File: src/rtl/nv_nvdla_pdp_wdma_pack.sv
// PDP write-DMA packer: gathers eight pooled bytes per atom into one 64-bit
// DMA write request, walking the output cube surface/line/pixel for addresses.
module nv_nvdla_pdp_wdma_pack #(
  parameter int unsigned AW         = 32,
  parameter int unsigned ATOM_BYTES = 8
) (
  input  logic                      nvdla_core_clk,
  input  logic                      nvdla_core_rstn,
  input  logic                      reg2dp_op_en,
  input  logic [12:0]               reg2dp_cube_out_width,
  input  logic [12:0]               reg2dp_cube_out_height,
  input  logic [12:0]               reg2dp_cube_out_channel,
  input  logic [AW-1:0]             reg2dp_dst_base_addr,
  input  logic [AW-1:0]             reg2dp_dst_line_stride,
  input  logic [AW-1:0]             reg2dp_dst_surface_stride,
  input  logic                      pdp_dp2wdma_valid,
  input  logic [7:0]                pdp_dp2wdma_pd,
  output logic                      pdp_dp2wdma_ready,
  output logic                      dma_wr_req_valid,
  input  logic                      dma_wr_req_ready,
  output logic [AW-1:0]             dma_wr_req_addr,
  output logic [8*ATOM_BYTES-1:0]   dma_wr_req_data,
  output logic [ATOM_BYTES-1:0]     dma_wr_req_mask,
  output logic                      wdma_done
);

  localparam int unsigned BW = $clog2(ATOM_BYTES);
  localparam int unsigned CW = 13;
  localparam int unsigned SW = CW - BW;

  typedef enum logic [1:0] {IDLE, BUSY, FLUSH, DONE} state_t;

  state_t state, state_nxt;

  logic [CW-1:0] cfg_w, cfg_h, cfg_c;
  logic [AW-1:0] cfg_ls, cfg_ss;

  logic [BW-1:0] b_cnt;
  logic [CW-1:0] w_cnt, h_cnt;
  logic [SW-1:0] s_cnt;

  // surf_addr = base + s*surface_stride, line_addr = surf_addr + h*line_stride
  logic [AW-1:0] surf_addr, line_addr, w_off;

  logic [ATOM_BYTES-2:0][7:0] pack_reg;

  logic start, accept, b_last, w_last, h_last, s_last, atom_done, cube_last, req_fire;

  // Byte enables for the final, possibly partial, surface.
  function automatic logic [ATOM_BYTES-1:0] tail_mask(input logic [BW-1:0] top);
    logic [ATOM_BYTES-1:0] m;
    m = '0;
    for (int k = 0; k < ATOM_BYTES; k++) m[k] = (BW'(k) <= top);
    return m;
  endfunction

  assign start     = (state == IDLE) & reg2dp_op_en;
  assign b_last    = (b_cnt == BW'(ATOM_BYTES - 1));
  assign w_last    = (w_cnt == cfg_w);
  assign h_last    = (h_cnt == cfg_h);
  assign s_last    = (s_cnt == cfg_c[CW-1:BW]);
  assign req_fire  = dma_wr_req_valid & dma_wr_req_ready;

  // Stall only the atom-completing byte while the output register is still full.
  assign pdp_dp2wdma_ready = (state == BUSY) &
                             ~(b_last & dma_wr_req_valid & ~dma_wr_req_ready);

  assign accept    = pdp_dp2wdma_valid & pdp_dp2wdma_ready;
  assign atom_done = accept & b_last;
  assign cube_last = atom_done & w_last & h_last & s_last;

  always_ff @(posedge nvdla_core_clk) begin
    if (!nvdla_core_rstn) state <= IDLE;
    else                  state <= state_nxt;
  end

  always_comb begin
    state_nxt = state;
    case (state)
      IDLE:    if (reg2dp_op_en) state_nxt = BUSY;
      BUSY:    if (cube_last)    state_nxt = FLUSH;
      FLUSH:   if (req_fire)     state_nxt = DONE;
      DONE:    state_nxt = IDLE;
      default: state_nxt = IDLE;
    endcase
  end

  always_ff @(posedge nvdla_core_clk) begin
    if (!nvdla_core_rstn) begin
      cfg_w            <= '0;
      cfg_h            <= '0;
      cfg_c            <= '0;
      cfg_ls           <= '0;
      cfg_ss           <= '0;
      b_cnt            <= '0;
      w_cnt            <= '0;
      h_cnt            <= '0;
      s_cnt            <= '0;
      surf_addr        <= '0;
      line_addr        <= '0;
      w_off            <= '0;
      pack_reg         <= '0;
      dma_wr_req_valid <= 1'b0;
      dma_wr_req_addr  <= '0;
      dma_wr_req_data  <= '0;
      dma_wr_req_mask  <= '0;
      wdma_done        <= 1'b0;
    end else begin
      wdma_done <= (state == DONE);

      if (start) begin
        cfg_w     <= reg2dp_cube_out_width;
        cfg_h     <= reg2dp_cube_out_height;
        cfg_c     <= reg2dp_cube_out_channel;
        cfg_ls    <= reg2dp_dst_line_stride;
        cfg_ss    <= reg2dp_dst_surface_stride;
        b_cnt     <= '0;
        w_cnt     <= '0;
        h_cnt     <= '0;
        s_cnt     <= '0;
        w_off     <= '0;
        surf_addr <= reg2dp_dst_base_addr;
        line_addr <= reg2dp_dst_base_addr;
      end

      // Byte/pixel/line/surface counters with address accumulators.
      if (accept) begin
        if (b_last) begin
          b_cnt <= '0;
          if (w_last) begin
            w_cnt <= '0;
            w_off <= '0;
            if (h_last) begin
              h_cnt     <= '0;
              s_cnt     <= s_last ? '0 : s_cnt + SW'(1);
              surf_addr <= surf_addr + cfg_ss;
              line_addr <= surf_addr + cfg_ss;
            end else begin
              h_cnt     <= h_cnt + CW'(1);
              line_addr <= line_addr + cfg_ls;
            end
          end else begin
            w_cnt <= w_cnt + CW'(1);
            w_off <= w_off + AW'(ATOM_BYTES);
          end
        end else begin
          pack_reg[b_cnt] <= pdp_dp2wdma_pd;
          b_cnt           <= b_cnt + BW'(1);
        end
      end

      // Output register: a reload wins over a same-cycle drain (no bubble).
      if (atom_done) begin
        dma_wr_req_valid <= 1'b1;
        dma_wr_req_addr  <= line_addr + w_off;
        dma_wr_req_data  <= {pdp_dp2wdma_pd, pack_reg};
        dma_wr_req_mask  <= s_last ? tail_mask(cfg_c[BW-1:0]) : '1;
      end else if (req_fire) begin
        dma_wr_req_valid <= 1'b0;
      end
    end
  end

endmodule

File: config.mk
export PLATFORM = sky130hd
export DESIGN_NAME = nv_nvdla_pdp_wdma_pack
export DESIGN_NICKNAME = d
export VERILOG_FILES = /design/src/rtl/nv_nvdla_pdp_wdma_pack.sv
export SDC_FILE = /design/constraint.sdc
export NUM_CORES = 1
export LEC_CHECK = 0
export CAP_MARGIN = 20
export CELL_PAD_IN_SITES_DETAIL_PLACEMENT = 0
export CELL_PAD_IN_SITES_GLOBAL_PLACEMENT = 1
export CORE_AREA = 2 2 241 243
export CTS_CLUSTER_DIAMETER = 200
export DETAILED_ROUTE_END_ITERATION = 10
export DIE_AREA = 0 0 243 245
export PLACE_DENSITY_LB_ADDON = 0.1
export SETUP_SLACK_MARGIN = 0.02
export SLEW_MARGIN = 20
export SYNTH_ARGS = -nofsm -noshare
export SYNTH_HDL_FRONTEND = slang
export SYNTH_SLANG_ARGS = --single-unit
File: constraint.sdc
create_clock -name nvdla_core_clk -period 3.3 [get_ports nvdla_core_clk]
set_clock_uncertainty 0.05 [all_clocks]
set_input_delay 0.66 -clock nvdla_core_clk [delete_from_list [all_inputs] [get_ports nvdla_core_clk]]
set_output_delay 0.66 -clock nvdla_core_clk [all_outputs]
set_load 0.02 [all_outputs]
-- After elaboration in Yosys (flattened, before gate mapping)
Cells that the tools add are included.
- flip-flop bits (word level): 402
- word-level logic and storage cells: 114
- input bits: 148
- $add $sub $neg: 8
- mux-type cells: 42
- bitwise gates (word level): 13
- reduce and logical (&&, ||, !) cells: 6
- eq/ne operators: 10
- order comparisons: 10
- operator list (kind ; number):
    two-way mux 32 bit ; 14
    two-way mux 13 bit ; 9
    adder 32 bit ; 3
    two-way mux 10 bit ; 6
    bitwise mux 56 bit ; 1
    adder 32 x 4 -> 32 bit (second input constant) ; 1
    adder 13 x 1 -> 13 bit (second input constant) ; 2
    equality test 13 bit ; 2
    demux 8 bit (select 3 bit) ; 1
    two-way mux 8 bit ; 2
    less-or-equal comparator 3 bit (first input constant) ; 4
    adder 10 x 1 -> 10 bit (second input constant) ; 1
    AND 1 bit ; 10
    equality test 10 bit ; 1
    two-way mux 3 bit ; 3
    case mux 2 bit (4 select lines) ; 1
    less-or-equal comparator 1 x 3 -> 1 bit (first input constant) ; 2
    less-or-equal comparator 2 x 3 -> 1 bit (first input constant) ; 2
    two-way mux 2 bit ; 3
    inequality test 2 bit (second input constant) ; 3
    equality test 2 bit (second input constant) ; 2
    less-than comparator 3 x 4 -> 1 bit (second input constant) ; 1
    nonzero test 2 bit ; 2
    adder 3 x 1 -> 3 bit (second input constant) ; 1
    other kinds (9) ; 12

-- Logic depth before layout (Yosys ltp)
- word-level depth: 12
- gate-level depth with buffers: 12

-- Worst setup path before layout
OpenSTA, ideal clock, no wires.
- path kind: register to register
- start point: register cfg_ss[0]
- end point: register surf_addr[28]
- arrival: 2.980 ns
- setup slack: 0.155 ns
- stages on the path, launching flop included: 12
- path buffers: 0
- clock period less this slack: 3.145 ns
- required time: 3.135 ns
- cell sequence: dfxtp_1 > ha_1 > fa_1 > a211o_1 > a2111oi_1 > nor3_1 > or3_1 > a21o_1 > a41oi_1 > xor2_1 > nand2_1 > and3_1
- cells in the longest elaborated chain, start to end: 5
- RTL lines (element ; line ; source):
    start: declaration ; 36 ; logic [AW-1:0] cfg_ls, cfg_ss;
    start signal: assignment ; 116 ; cfg_ss <= reg2dp_dst_surface_stride;
    adder 32 bit ; 136 ; surf_addr <= surf_addr + cfg_ss;
    two-way mux 32 bit ; 133 ; if (h_last) begin
    two-way mux 32 bit ; 130 ; if (w_last) begin
    two-way mux 32 bit ; 128 ; if (b_last) begin
    two-way mux 32 bit ; 127 ; if (accept) begin
    end signal: assignment ; 122 ; surf_addr <= reg2dp_dst_base_addr;
    end signal: assignment ; 136 ;
    end: declaration ; 43 ; logic [AW-1:0] surf_addr, line_addr, w_off;
No other way between the ends.
A chain may end at the register's enable or synchronous reset.

-- Worst setup path after layout
Same ends and word-level chain as after synthesis.

==> out/qor.yml <==
timing:
  maxSlewViolCount: 0
  hold_viol: 0
  fin_tns_setup_ns: 0
  setup_ws_ns: 0.160
  max_freq_mhz: 318
  period_minus_slack_ns: 3.14
  setup_viol: 0
  rsz0062_at_grt: "yes"
  slew_headroom: 0.315
  tightest_slew_ns: 1.02
  finalCritPeriodShare: 0.952
synth:
  synth-compound-area-share: 0.226
  syn-cell-area_um2: 21400
  synth_fa_ha_area_frac: 0.0636
  postSynthCellCount: 2641
  yosysSeqAreaShare: 0.376
  ys_ff_latch: 402
  avgSynthCellArea_um2: 8.10
  async_reset_ff_frac: 0
  synth_top_family_by_area: "compound AO/OA/AOI/OAI gates"
  yosys.area_share.simple: 0.224
  synth.area.mux_share: 0.0305
  synth_edf_count: 0
  synth_cell_type_count: 70
  synthFlopType: "dfxtp_1"
  yosys_warnings: 0
  syn_nets: 2896
  synth_xor_area_frac: 0.0475
power_and_ir_drop:
  power_density_nw_per_um2: 563
  p_leak_nw: 11.0
  ir_drop_mv: 0.333
drt:
  first_pass_iters: 5
  antenna_left: 0
  drt_iter0_drc: 1197
  drt-total-wl_um: 66000
  drc_errors: 0
  vias_per_cell: 5.24
  vias: 19209
  wl_per_cell_um: 18.0
grt:
  grt_pass1_wl_um: 103000
  grt_max_degree: 120
  grt_util_all_layers: 0.215
  use_met2: 0.341
  use_met3: 0.0271
  grt_overflow: 0
  grt.busiest_layer: "met2"
  antenna_found_initial: 2
  grt_pass1_vias: 18232
  met1_usage: 0.311
critical_path:
  cp-startpoint: "cfg_ss[0]"
  critPathArrivalTime_ns: 3.57
  crit_family: "compound AO/OA/AOI/OAI gates"
  cp_max_fo: 4
  r2r_start: "cfg_ss[0]"
  cp_data_required_time_ns: 3.73
  critical_path_class: "flip-flop to flip-flop"
  path_cells: "ha_2 -> fa_2 -> a211o_1 -> a2111oi_4 -> buf_4 -> nor3_1 -> or3_4 -> a21o_4 -> a41oi_2 -> xor2_1 -> nand2_1 -> and3_1"
  crit_path_end_kind: "flip-flop"
  critPathSlowestCell: "a2111oi_4"
  cpPeakStageDelay_ns: 0.36
  critPathLaunchType: "flip-flop"
  critPathBufInv: 1
  ff2ff_setup_slack_ns: 0.16
cells_and_area:
  final_cell_mix: "nand2_1 (567), dfxtp_1 (401), clkdlybuf4s50_1 (253), a21boi_0 (183), a21oi_1 (176)"
  drive_above_1_share: 0.0687
  fillers: 5724
  largest_reg_flops: 64
  layout_commonest_cell: "nand2_1"
  area_growth_pct: 25.4
  nets: 3114
cts:
  cts_buffers: 47
  cts_root_buf: "clkbuf_16"
  cts.htree.levels: 2
  insertion_delay_ns: 0.59
  cts.sinks: 402
  path_clk_slew_ns: 0.06
  hold_buffers: 0
  clock_path_buffers: 3
  tritoncts: "yes"
die:
  die_w_um: 243
  coreArea_um2: 57000
  io_pins: 255
  start_util: 0.375
  die_h_um: 245
  die_area_um2: 59500
  rows: 88
place:
  post-place-ws_ns: -0.130
  dp_hpwl_um: 48700
  gp_congestion: 0.890
  io_buffers: 254
worst_hold_path:
  min-delay-start: "pack_reg[42]"
  hold_class: "flip-flop to flip-flop"
run_status:
  status: "complete, no violations"
run:
  drv_cap: 0
-- cells in the mapped netlist, types with 5 or more instances --
master	instances	area, um2
nor4_1	8	50.1
nor3b_1	16	120
nor3_1	21	105
o31ai_1	5	37.5
a21o_1	39	293
o21ai_0	134	671
o211a_1	22	220
a31oi_1	28	175
nand2b_1	7	43.8
dfxtp_1	402	8050
nand3b_1	5	37.5
o21a_1	14	105
mux2i_1	64	641
nor2_1	88	330
or3b_1	6	52.6
xor2_1	49	429
and3_1	68	425
a21boi_1	10	75.1
ha_1	104	1300
nand2_1	568	2130
nand3_1	47	235
a21boi_0	183	1370
o211ai_1	18	135
a211oi_1	19	143
a31o_2	6	52.6
a211o_1	5	43.8
o21ai_1	17	85.1
and2_1	39	244
buf_1	17	63.8
nand4_1	20	125
nor2b_1	106	663
clkbuf_1	142	533
o21bai_1	7	52.6
a2111oi_0	6	52.6
a311oi_1	8	70.1
inv_1	20	75.1
or3_1	15	93.8
a21oi_1	177	886
a22oi_1	7	52.6
xnor2_1	67	587
-- cell families (layout without fill, tap and decap cells) --
kind of cell	Yosys count	in the layout
AND/OR/NAND/NOR	1031	1031
AO/OA/AOI/OAI	737	737
flip-flops	402	402
buffers and inverters	183	440
XOR/XNOR	116	116
adder cells (fa/ha/maj)	107	107
multiplexers	65	65
other	0	1
-- stage by stage --
step	hold slack, ns	cell area, um2	std cells	util	total power, mW
after floorplan	0.390	21400	2641	-	8.15
after global placement	0.394	25100	3574	0.439	9.59
after detailed placement	0.404	25100	3574	0.439	9.64
after CTS	0.413	26800	3662	0.469	15.2
after global routing	0.431	26800	3664	0.470	15.9
final	0.409	26800	3664	0.470	15.1
-- where the power goes --
group          switching, mW  internal (mW)  total, mW  leakage (nW)
combinational           2.34           1.55       3.89          6.92
clock                   2.18           3.35       5.54         0.817
sequential             0.416           5.26       5.68          3.26
total                   4.94           10.2       15.1          11.0
-- tightest hold or removal path: cells and delay by family, from the launching register on --
family / cells / cell delay (ns)
flops: 1 / 0.30
simple gates: 1 / 0.04
compound gates: 1 / 0.06
-- path summary, 6_finish.rpt --
kind	endpoint	cells after the start
worst max register to register	surf_addr[28]	12
worst max-delay path	surf_addr[28]	12
worst min register to register	dma_wr_req_data[42]	2
worst min-delay path	dma_wr_req_data[42]	2
-- routing by layer --
layer  vias up  routed length, um  share of wire
met4         0               1170          0.018
met2       388              29200           0.44
met3        76               2730          0.041
met5         -                  0              0
li1       9669                  -              -
met1      9076              32900           0.50
-- layout make-up --
type / count / area, um2 / share of cell area
Tap cell: 765 / 957 / 0.0357
Clock buffer: 72 / 1450 / 0.0541
Antenna cell: 1 / 2.50 / 0.0000933
Inverter: 20 / 75.1 / 0.00280
Sequential cell: 402 / 8050 / 0.300
Multi-Input combinational cell: 2056 / 12800 / 0.476
Clock inverter: 16 / 215 / 0.00802
Timing Repair Buffer: 332 / 3310 / 0.123
-- timing repair --
| item | in CTS | in global routing |
|---|---|---|
| pin swaps | 1 | 5 |
| buffers inserted | 0 | 1 |
| gates resized for setup | 3 | 16 |
| endpoints found under the setup margin | 9 | 16 |
(Power assumes the default switching activity.)
